--- config.mk ---
export PLATFORM = sky130hd
export DESIGN_NAME = lut_addsub_pipe_flat
export DESIGN_NICKNAME = d
export VERILOG_FILES = /design/src/rtl/lut_addsub_pipe_if.sv /design/src/rtl/lut_addsub_pipe.sv /design/src/flat_wrapper.sv
export SDC_FILE = /design/constraint.sdc
export NUM_CORES = 1
export LEC_CHECK = 0
export CAP_MARGIN = 30
export CELL_PAD_IN_SITES_DETAIL_PLACEMENT = 1
export CELL_PAD_IN_SITES_GLOBAL_PLACEMENT = 1
export CORE_ASPECT_RATIO = 0.75
export CORE_MARGIN = 5
export CORE_UTILIZATION = 35
export CTS_CLUSTER_DIAMETER = 50
export DETAILED_ROUTE_END_ITERATION = 12
export PLACE_DENSITY_LB_ADDON = 0.2
export SLEW_MARGIN = 20
export SYNTH_ARGS = -nofsm -noshare
export SYNTH_HDL_FRONTEND = slang
export SYNTH_SLANG_ARGS = --single-unit
--- constraint.sdc ---
create_clock -name clock -period 2.5 [get_ports clock]
set_input_delay 0.5 -clock clock [delete_from_list [all_inputs] [get_ports clock]]
set_output_delay 0.5 -clock clock [all_outputs]
set_load 0.005 [all_outputs]
--- src/rtl/lut_addsub_pipe_if.sv ---
// Operand/result bundle for the carry-pipelined add/sub unit.
// The master issues operations, the slave returns tagged results.
interface lut_addsub_pipe_if #(
    parameter int WIDTH = 8
);
    logic             en;
    logic             valid_in;
    logic             op;
    logic [WIDTH-1:0] a;
    logic [WIDTH-1:0] b;
    logic [WIDTH-1:0] y;
    logic             ovf;
    logic             valid_out;

    modport master (
        output en, valid_in, op, a, b,
        input  y, ovf, valid_out
    );

    modport slave (
        input  en, valid_in, op, a, b,
        output y, ovf, valid_out
    );
endinterface

--- src/rtl/lut_addsub_pipe.sv ---
// Carry-pipelined add/subtract: one slice per stage, operands skewed in,
// partial sums carried forward so every result bit leaves on one cycle.
module lut_addsub_pipe #(
    parameter int WIDTH  = 8,
    parameter int STAGES = 2
) (
    input logic               clock,
    input logic               reset,
    lut_addsub_pipe_if.slave  bus
);
    localparam int SL = (WIDTH + STAGES - 1) / STAGES;

    for (genvar k = 0; k < STAGES; k++) begin : g_stage
        logic [WIDTH-1:0] a_s;
        logic [WIDTH-1:0] bx_s;
        logic [WIDTH-1:0] y_s;
        logic             c_s;
        logic             v_s;
        logic [WIDTH-1:0] y_d;
        logic             c_d;
        logic [WIDTH-1:0] y_q;
        logic             v_q;

        // Stage 0 takes the bus; subtract is a + ~b with carry-in 1.
        if (k == 0) begin : g_first
            assign a_s  = bus.a;
            assign bx_s = bus.b ^ {WIDTH{bus.op}};
            assign y_s  = '0;
            assign c_s  = bus.op;
            assign v_s  = bus.valid_in;
        end else begin : g_next
            assign a_s  = g_stage[k-1].g_skew.a_q;
            assign bx_s = g_stage[k-1].g_skew.bx_q;
            assign y_s  = g_stage[k-1].y_q;
            assign c_s  = g_stage[k-1].g_skew.c_q;
            assign v_s  = g_stage[k-1].v_q;
        end

        // Ripple this stage's slice onto the partial sum from below.
        always_comb begin
            y_d = y_s;
            c_d = c_s;
            for (int i = 0; i < WIDTH; i++) begin
                if (i / SL == k) begin
                    y_d[i] = a_s[i] ^ bx_s[i] ^ c_d;
                    c_d    = (a_s[i] & bx_s[i])
                           | (c_d & (a_s[i] ^ bx_s[i]));
                end
            end
        end

        // Partial result and valid tag advance together on en.
        always_ff @(posedge clock) begin
            if (reset) begin
                y_q <= '0;
                v_q <= 1'b0;
            end else if (bus.en) begin
                y_q <= y_d;
                v_q <= v_s;
            end
        end

        // Skewed operands and slice carry feed the next stage only.
        if (k < STAGES - 1) begin : g_skew
            logic [WIDTH-1:0] a_q;
            logic [WIDTH-1:0] bx_q;
            logic             c_q;

            // Operand skew and carry registers share the pipe enable.
            always_ff @(posedge clock) begin
                if (reset) begin
                    a_q  <= '0;
                    bx_q <= '0;
                    c_q  <= 1'b0;
                end else if (bus.en) begin
                    a_q  <= a_s;
                    bx_q <= bx_s;
                    c_q  <= c_d;
                end
            end
        end

        // Signed overflow needs the top sign bits, so it lives last.
        if (k == STAGES - 1) begin : g_last
            logic ovf_d;
            logic ovf_q;

            assign ovf_d = (a_s[WIDTH-1] == bx_s[WIDTH-1])
                         && (y_d[WIDTH-1] != a_s[WIDTH-1]);

            // Overflow flag registered alongside the final slice.
            always_ff @(posedge clock) begin
                if (reset) begin
                    ovf_q <= 1'b0;
                end else if (bus.en) begin
                    ovf_q <= ovf_d;
                end
            end
        end
    end

    assign bus.y         = g_stage[STAGES-1].y_q;
    assign bus.valid_out = g_stage[STAGES-1].v_q;
    assign bus.ovf       = g_stage[STAGES-1].g_last.ovf_q;

endmodule

--- src/flat_wrapper.sv ---
// flat-port wrapper written by rule: the top's interface ports become plain ports
module lut_addsub_pipe_flat 
#(
    parameter int WIDTH  = 8,
    parameter int STAGES = 2
)
  (clock, reset, bus_en, bus_valid_in, bus_op, bus_a, bus_b, bus_y, bus_ovf, bus_valid_out);
  lut_addsub_pipe_if #(.WIDTH(WIDTH)) bus_i ();
  input logic clock;
  input logic reset;
  input wire logic [$bits(bus_i.en)-1:0] bus_en;
  input wire logic [$bits(bus_i.valid_in)-1:0] bus_valid_in;
  input wire logic [$bits(bus_i.op)-1:0] bus_op;
  input wire logic [$bits(bus_i.a)-1:0] bus_a;
  input wire logic [$bits(bus_i.b)-1:0] bus_b;
  output wire logic [$bits(bus_i.y)-1:0] bus_y;
  output wire logic [$bits(bus_i.ovf)-1:0] bus_ovf;
  output wire logic [$bits(bus_i.valid_out)-1:0] bus_valid_out;
  assign bus_i.en = bus_en;
  assign bus_i.valid_in = bus_valid_in;
  assign bus_i.op = bus_op;
  assign bus_i.a = bus_a;
  assign bus_i.b = bus_b;
  assign bus_y = bus_i.y;
  assign bus_ovf = bus_i.ovf;
  assign bus_valid_out = bus_i.valid_out;
  lut_addsub_pipe #(.WIDTH(WIDTH), .STAGES(STAGES)) u_core (.clock(clock), .reset(reset), .bus(bus_i));
endmodule
Word level (Yosys, flattened, before mapping)

Cells that the tools add are included.

Register bits: 32
Input bits: 21
Output and inout bits: 10
Logic and storage cells: 49

Eq/ne operators: 2
Bitwise gates (word level): 38
Reductions and logical operators: 1

Operators with widths:

| operator          | number |
|---|---|
| 1-bit XOR         | 16 |
| 1-bit bitwise AND | 14 |
| 8-bit XOR         | 1 |
| 1-bit bitwise OR  | 7 |
| 1-bit == test     | 1 |
| 1-bit logical AND | 1 |
| 1-bit != test     | 1 |

Depth between registers and ports, before layout

Depth after elaboration: 10
Mapped depth: 8
Mapped depth without buffers: 8

Least setup slack after synthesis

OpenSTA, ideal clock, no wires.

Kind: input port to flip-flop
From: input port bus_op
To: register u_core.g_stage[0].y_q[3]
Setup time: 0.128 ns
Arrival time: 2.184 ns
Data required time: 2.372 ns
Slack: 0.189 ns
Stages on the path: 8
Buffers on the path: 1
Path through: buf_4 xnor2_1 fa_1 fa_1 inv_1 fa_1 mux2i_1 nor2_1

Word-level cells in the longest chain between the ends: 9
Elaborated cells between the ends (all ways): 15
Classes of those cells: 15 x bitwise

RTL lines:

| what                               | line                  | source |
|---|---|---|
| start, declared                    | flat_wrapper.sv:13    | `input wire logic [$bits(bus_i.op)-1:0] bus_op;` |
| 8-bit XOR                          | lut_addsub_pipe.sv:27 | `assign bx_s = bus.b ^ {WIDTH{bus.op}};` |
| 1-bit XOR                          | lut_addsub_pipe.sv:47 | `\| (c_d & (a_s[i] ^ bx_s[i]));` |
| 1-bit bitwise AND                  | lut_addsub_pipe.sv:47 |  |
| 1-bit bitwise OR                   | lut_addsub_pipe.sv:47 |  |
| 1-bit bitwise AND                  | lut_addsub_pipe.sv:47 |  |
| 1-bit bitwise OR                   | lut_addsub_pipe.sv:47 |  |
| 1-bit bitwise AND                  | lut_addsub_pipe.sv:47 |  |
| 1-bit bitwise OR                   | lut_addsub_pipe.sv:47 |  |
| 1-bit XOR *                        | lut_addsub_pipe.sv:45 | `y_d[i] = a_s[i] ^ bx_s[i] ^ c_d;` |
| named net u_core.g_stage[0].y_d[3] | lut_addsub_pipe.sv:19 | `logic [WIDTH-1:0] y_d;` |
| end signal, assigned               | lut_addsub_pipe.sv:58 | `y_q <= y_d;` |
| end, declared                      | lut_addsub_pipe.sv:21 | `logic [WIDTH-1:0] y_q;` |

Mark *: on every way through the listed nets, which the timed path passes. The rest lies on a longest branch.
A chain may end at the register's enable or synchronous reset.

Worst setup path after layout

From: input port bus_b[0]
To: register u_core.g_stage[0].y_q[3]

Word-level cells in the longest chain between the ends: 9
Elaborated cells between the ends (all ways): 10
Classes of those cells: 10 x bitwise

RTL lines:

| what                               | line                  | source |
|---|---|---|
| start, declared                    | flat_wrapper.sv:15    | `input wire logic [$bits(bus_i.b)-1:0] bus_b;` |
| 8-bit XOR *                        | lut_addsub_pipe.sv:27 |  |
| 1-bit XOR                          | lut_addsub_pipe.sv:47 |  |
| 1-bit bitwise AND                  | lut_addsub_pipe.sv:47 |  |
| 1-bit bitwise OR *                 | lut_addsub_pipe.sv:47 |  |
| 1-bit bitwise AND *                | lut_addsub_pipe.sv:47 |  |
| 1-bit bitwise OR *                 | lut_addsub_pipe.sv:47 |  |
| 1-bit bitwise AND *                | lut_addsub_pipe.sv:47 |  |
| 1-bit bitwise OR *                 | lut_addsub_pipe.sv:47 |  |
| 1-bit XOR *                        | lut_addsub_pipe.sv:45 |  |
| named net u_core.g_stage[0].y_d[3] | lut_addsub_pipe.sv:19 |  |

Marks and branches as above.

==> reports/results.txt <==
Syn_area_per_cell: 10.6 sq um
Pins Over Slew Limit: 0
Crit-path slowest cell: clkdlybuf4s50_1
Core region area: 3000 sq um
Clk_lat worst skew: 270 ps
Placed cell areas: 1450 sq um
Area grow syn2layout: 36.1%
CP Max Fanout: 2
Routability cong.: 0.729
Vias in the first global route: 854
Fillers: 333
Worst slack, placed: -284 ps
Final HPWL DP: 1720 um
Dpl cells: 172
Synth Instances: 105
I/O Buffers: 30
Final hold vios: 0
CTS max path bufs: 2
Via Count: 807
DR WL/cell: 12.7 um
Mapped Area: 1110 sq um
Initial antenna violation count: 0
Nets: 166
Max Cap Viol: 0
RSZ-0062 raised after global routing: false
Die span in x: 75.0 um
Peak VDD IR: 0.000370 V
Fin worst setup slack: 168 ps
CP Data Required Time: 2660 ps
Reg2reg path depth: 8
Lkg Pwr: 0.642 nW
Routed wire length: 2230 um
Headroom to the max-slew limit: 0.718
Crit path max-delay family: adder cells
CP Cell Sequence: clkdlybuf4s50_1, mux2i_1, fa_2, fa_1, inv_1, fa_1, mux2i_1, nor2_1
Clock Skew: 2.38 ps
Crit path arrival time: 2490 ps
FFs w/ async S/R, synth: 0
Setup TNS: 0 ps
Post-synth top cells: nor2_1, dfxtp_1, mux2i_1, a211oi_1
Flop-to-flop setup slack: 450 ps
CTS tree: built
CP max stage delay: 490 ps
Status: complete, no violations
FF+latch area: 480 sq um
Cell variety after synth: 14
Largest net degree at the start of global routing: 34
Cell taking the most area after synthesis: dfxtp_1
Antenna-violating nets left: 0
Total global routing overflow: 0
Num CTS Buffers: 3
Hold depth: 2
# clock sinks: 24
Fmax achieved: 429 MHz
Setup Fix Bufs, Post-CTS: 0
Synth top area share: 0.433
Total GRT Usage: 0.116
Root buf cell: clkbuf_8
Starting DRC count in detailed routing: 26
Startpoint Class: input port
Drt drc: 0
DRT Pass-1 Iters: 2
Initial core utilization: 0.370
Main flop type after synthesis: dfxtp_1
Die H: 58.8 um
CP Capture Type: flop
Die footprint: 4410 sq um
Register area share after synthesis: 0.433
Drt via density: 4.59
Share of layout cells above drive strength 1: 0.0870
IO Pins: 31
Crit share post-route: 0.933
Area of the multi-input gates: 553 sq um
Worst Hold Class: flop to flop
Syn nets: 132
Minimum clock period: 2330 ps
Reg-to-Reg Start: u_core.g_stage[0].g_skew.c_q$_SDFFE_PP0P_
Fin cells: 176
Cell area after layout: 1510 sq um
First-pass GRT wire length: 3860 um
FF+latch count, synth: 24
Slew at the pin closest to its max-slew limit: 423 ps
PD cells: 573 nW/um^2
Post-synth EDFFs: 0
HP Start: u_core.g_stage[0].y_q[1]$_SDFFE_PP0P_
Final setup violation count: 0
Synth area leaders: dfxtp_1, mux2i_1, fa_1
Number of diodes: 0
Ys Warns: 0
RR Endpoint: u_core.bus.ovf$_SDFFE_PP0P_
Most frequent cell after synthesis: nor2_1
Resized cells post-CTS: 0
Num rows: 17
Hold-fix buffers, CTS: 0
H-Tree Depth: 1
Hold WS: 486 ps
Clk pin slew, worst setup/hold paths: 80 ps
Setup CP Type: input port to flop
Min-Delay Endpoint: u_core.g_stage[0].y_q[1]$_SDFFE_PP0P_
CP Buf/Inv Count: 2
==> stage by stage <==
step | power, mW | util
floorplan | 0.534 | -
global placement | 0.606 | 0.484
detailed placement | 0.615 | 0.484
CTS | 0.878 | 0.502
global route | 0.921 | 0.504
finish | 0.865 | 0.504
==> routing by layer <==
layer | GRT usage | vias up | share of wire
met4 | 0.0381 | 0 | 0.013
li1 | - | 407 | -
met1 | 0.145 | 377 | 0.44
met5 | 0 | - | 0
met3 | 0.0375 | 4 | 0.050
met2 | 0.187 | 19 | 0.50
==> cells by family after synthesis <==
kind of cell / count (synthesis) / synth area share
simple gates: 26 / 0.0936
flops: 24 / 0.433
fa+ha+maj: 6 / 0.108
mux: 16 / 0.144
buf+inv: 14 / 0.0710
compound gates: 10 / 0.0654
xor+xnor: 9 / 0.0846
==> state kept, by name, indices dropped and copies added (netlist names) <==
register	flops
u_core.g_stage.y_q	4
u_core.g_stage.g_skew.bx_q	4
u_core.g_stage.v_q	1
u_core.bus.valid_out	1
u_core.bus.ovf	1
u_core.g_stage.g_skew.c_q	1
u_core.g_stage.g_skew.a_q	4
u_core.bus.y	8
==> worst min-delay path: stages (launching register included) <==
cell and delay, ps:
dfxtp_1 320, nor2_1 80, a211oi_1 50
==> where the power goes <==
part           switching [mW]  total (mW)  internal (mW)
sequential             0.0173       0.429          0.412
combinational          0.0693       0.173          0.103
clock                   0.123       0.263          0.141
total                   0.209       0.865          0.656
==> how the worst max path moves through the flow <==
stage,from,endpoint,slack [ps],cells after the start
final,bus_b[0],u_core.g_stage[0].y_q[3]$_SDFFE_PP0P_,170,8
after global routing,bus_b[0],u_core.g_stage[0].y_q[3]$_SDFFE_PP0P_,40,8
after CTS,bus_op,u_core.g_stage[0].y_q[3]$_SDFFE_PP0P_,2,8
after detailed placement,bus_op,u_core.g_stage[0].y_q[3]$_SDFFE_PP0P_,-280,8
after global placement,bus_op,u_core.g_stage[0].y_q[3]$_SDFFE_PP0P_,-190,8
after floorplan,bus_op,u_core.g_stage[0].y_q[3]$_SDFFE_PP0P_,190,8
==> layout make-up <==
| type | instances | share of cell area |
|---|---|---|
| flip-flops and latches | 24 | 0.318 |
| well taps | 38 | 0.0315 |
| repair buffers | 36 | 0.230 |
| clock buffers | 4 | 0.0365 |
| inverters | 7 | 0.0174 |
| multi-input cells | 67 | 0.366 |
==> cells in the final DEF (no fill, tap or decap) <==
master / count
xnor2_1: 7
a21oi_1: 1
nor2_1: 25
fa_2: 1
a211oi_1: 9
fa_1: 5
clkbuf_8: 4
dlymetal6s2s_1: 1
buf_4: 6
xor2_1: 1
clkdlybuf4s50_1: 29
xor3_1: 1
inv_1: 7
dfxtp_1: 24
mux2i_1: 16
and3b_2: 1
No activity file was read; power rests on OpenSTA's default activity.
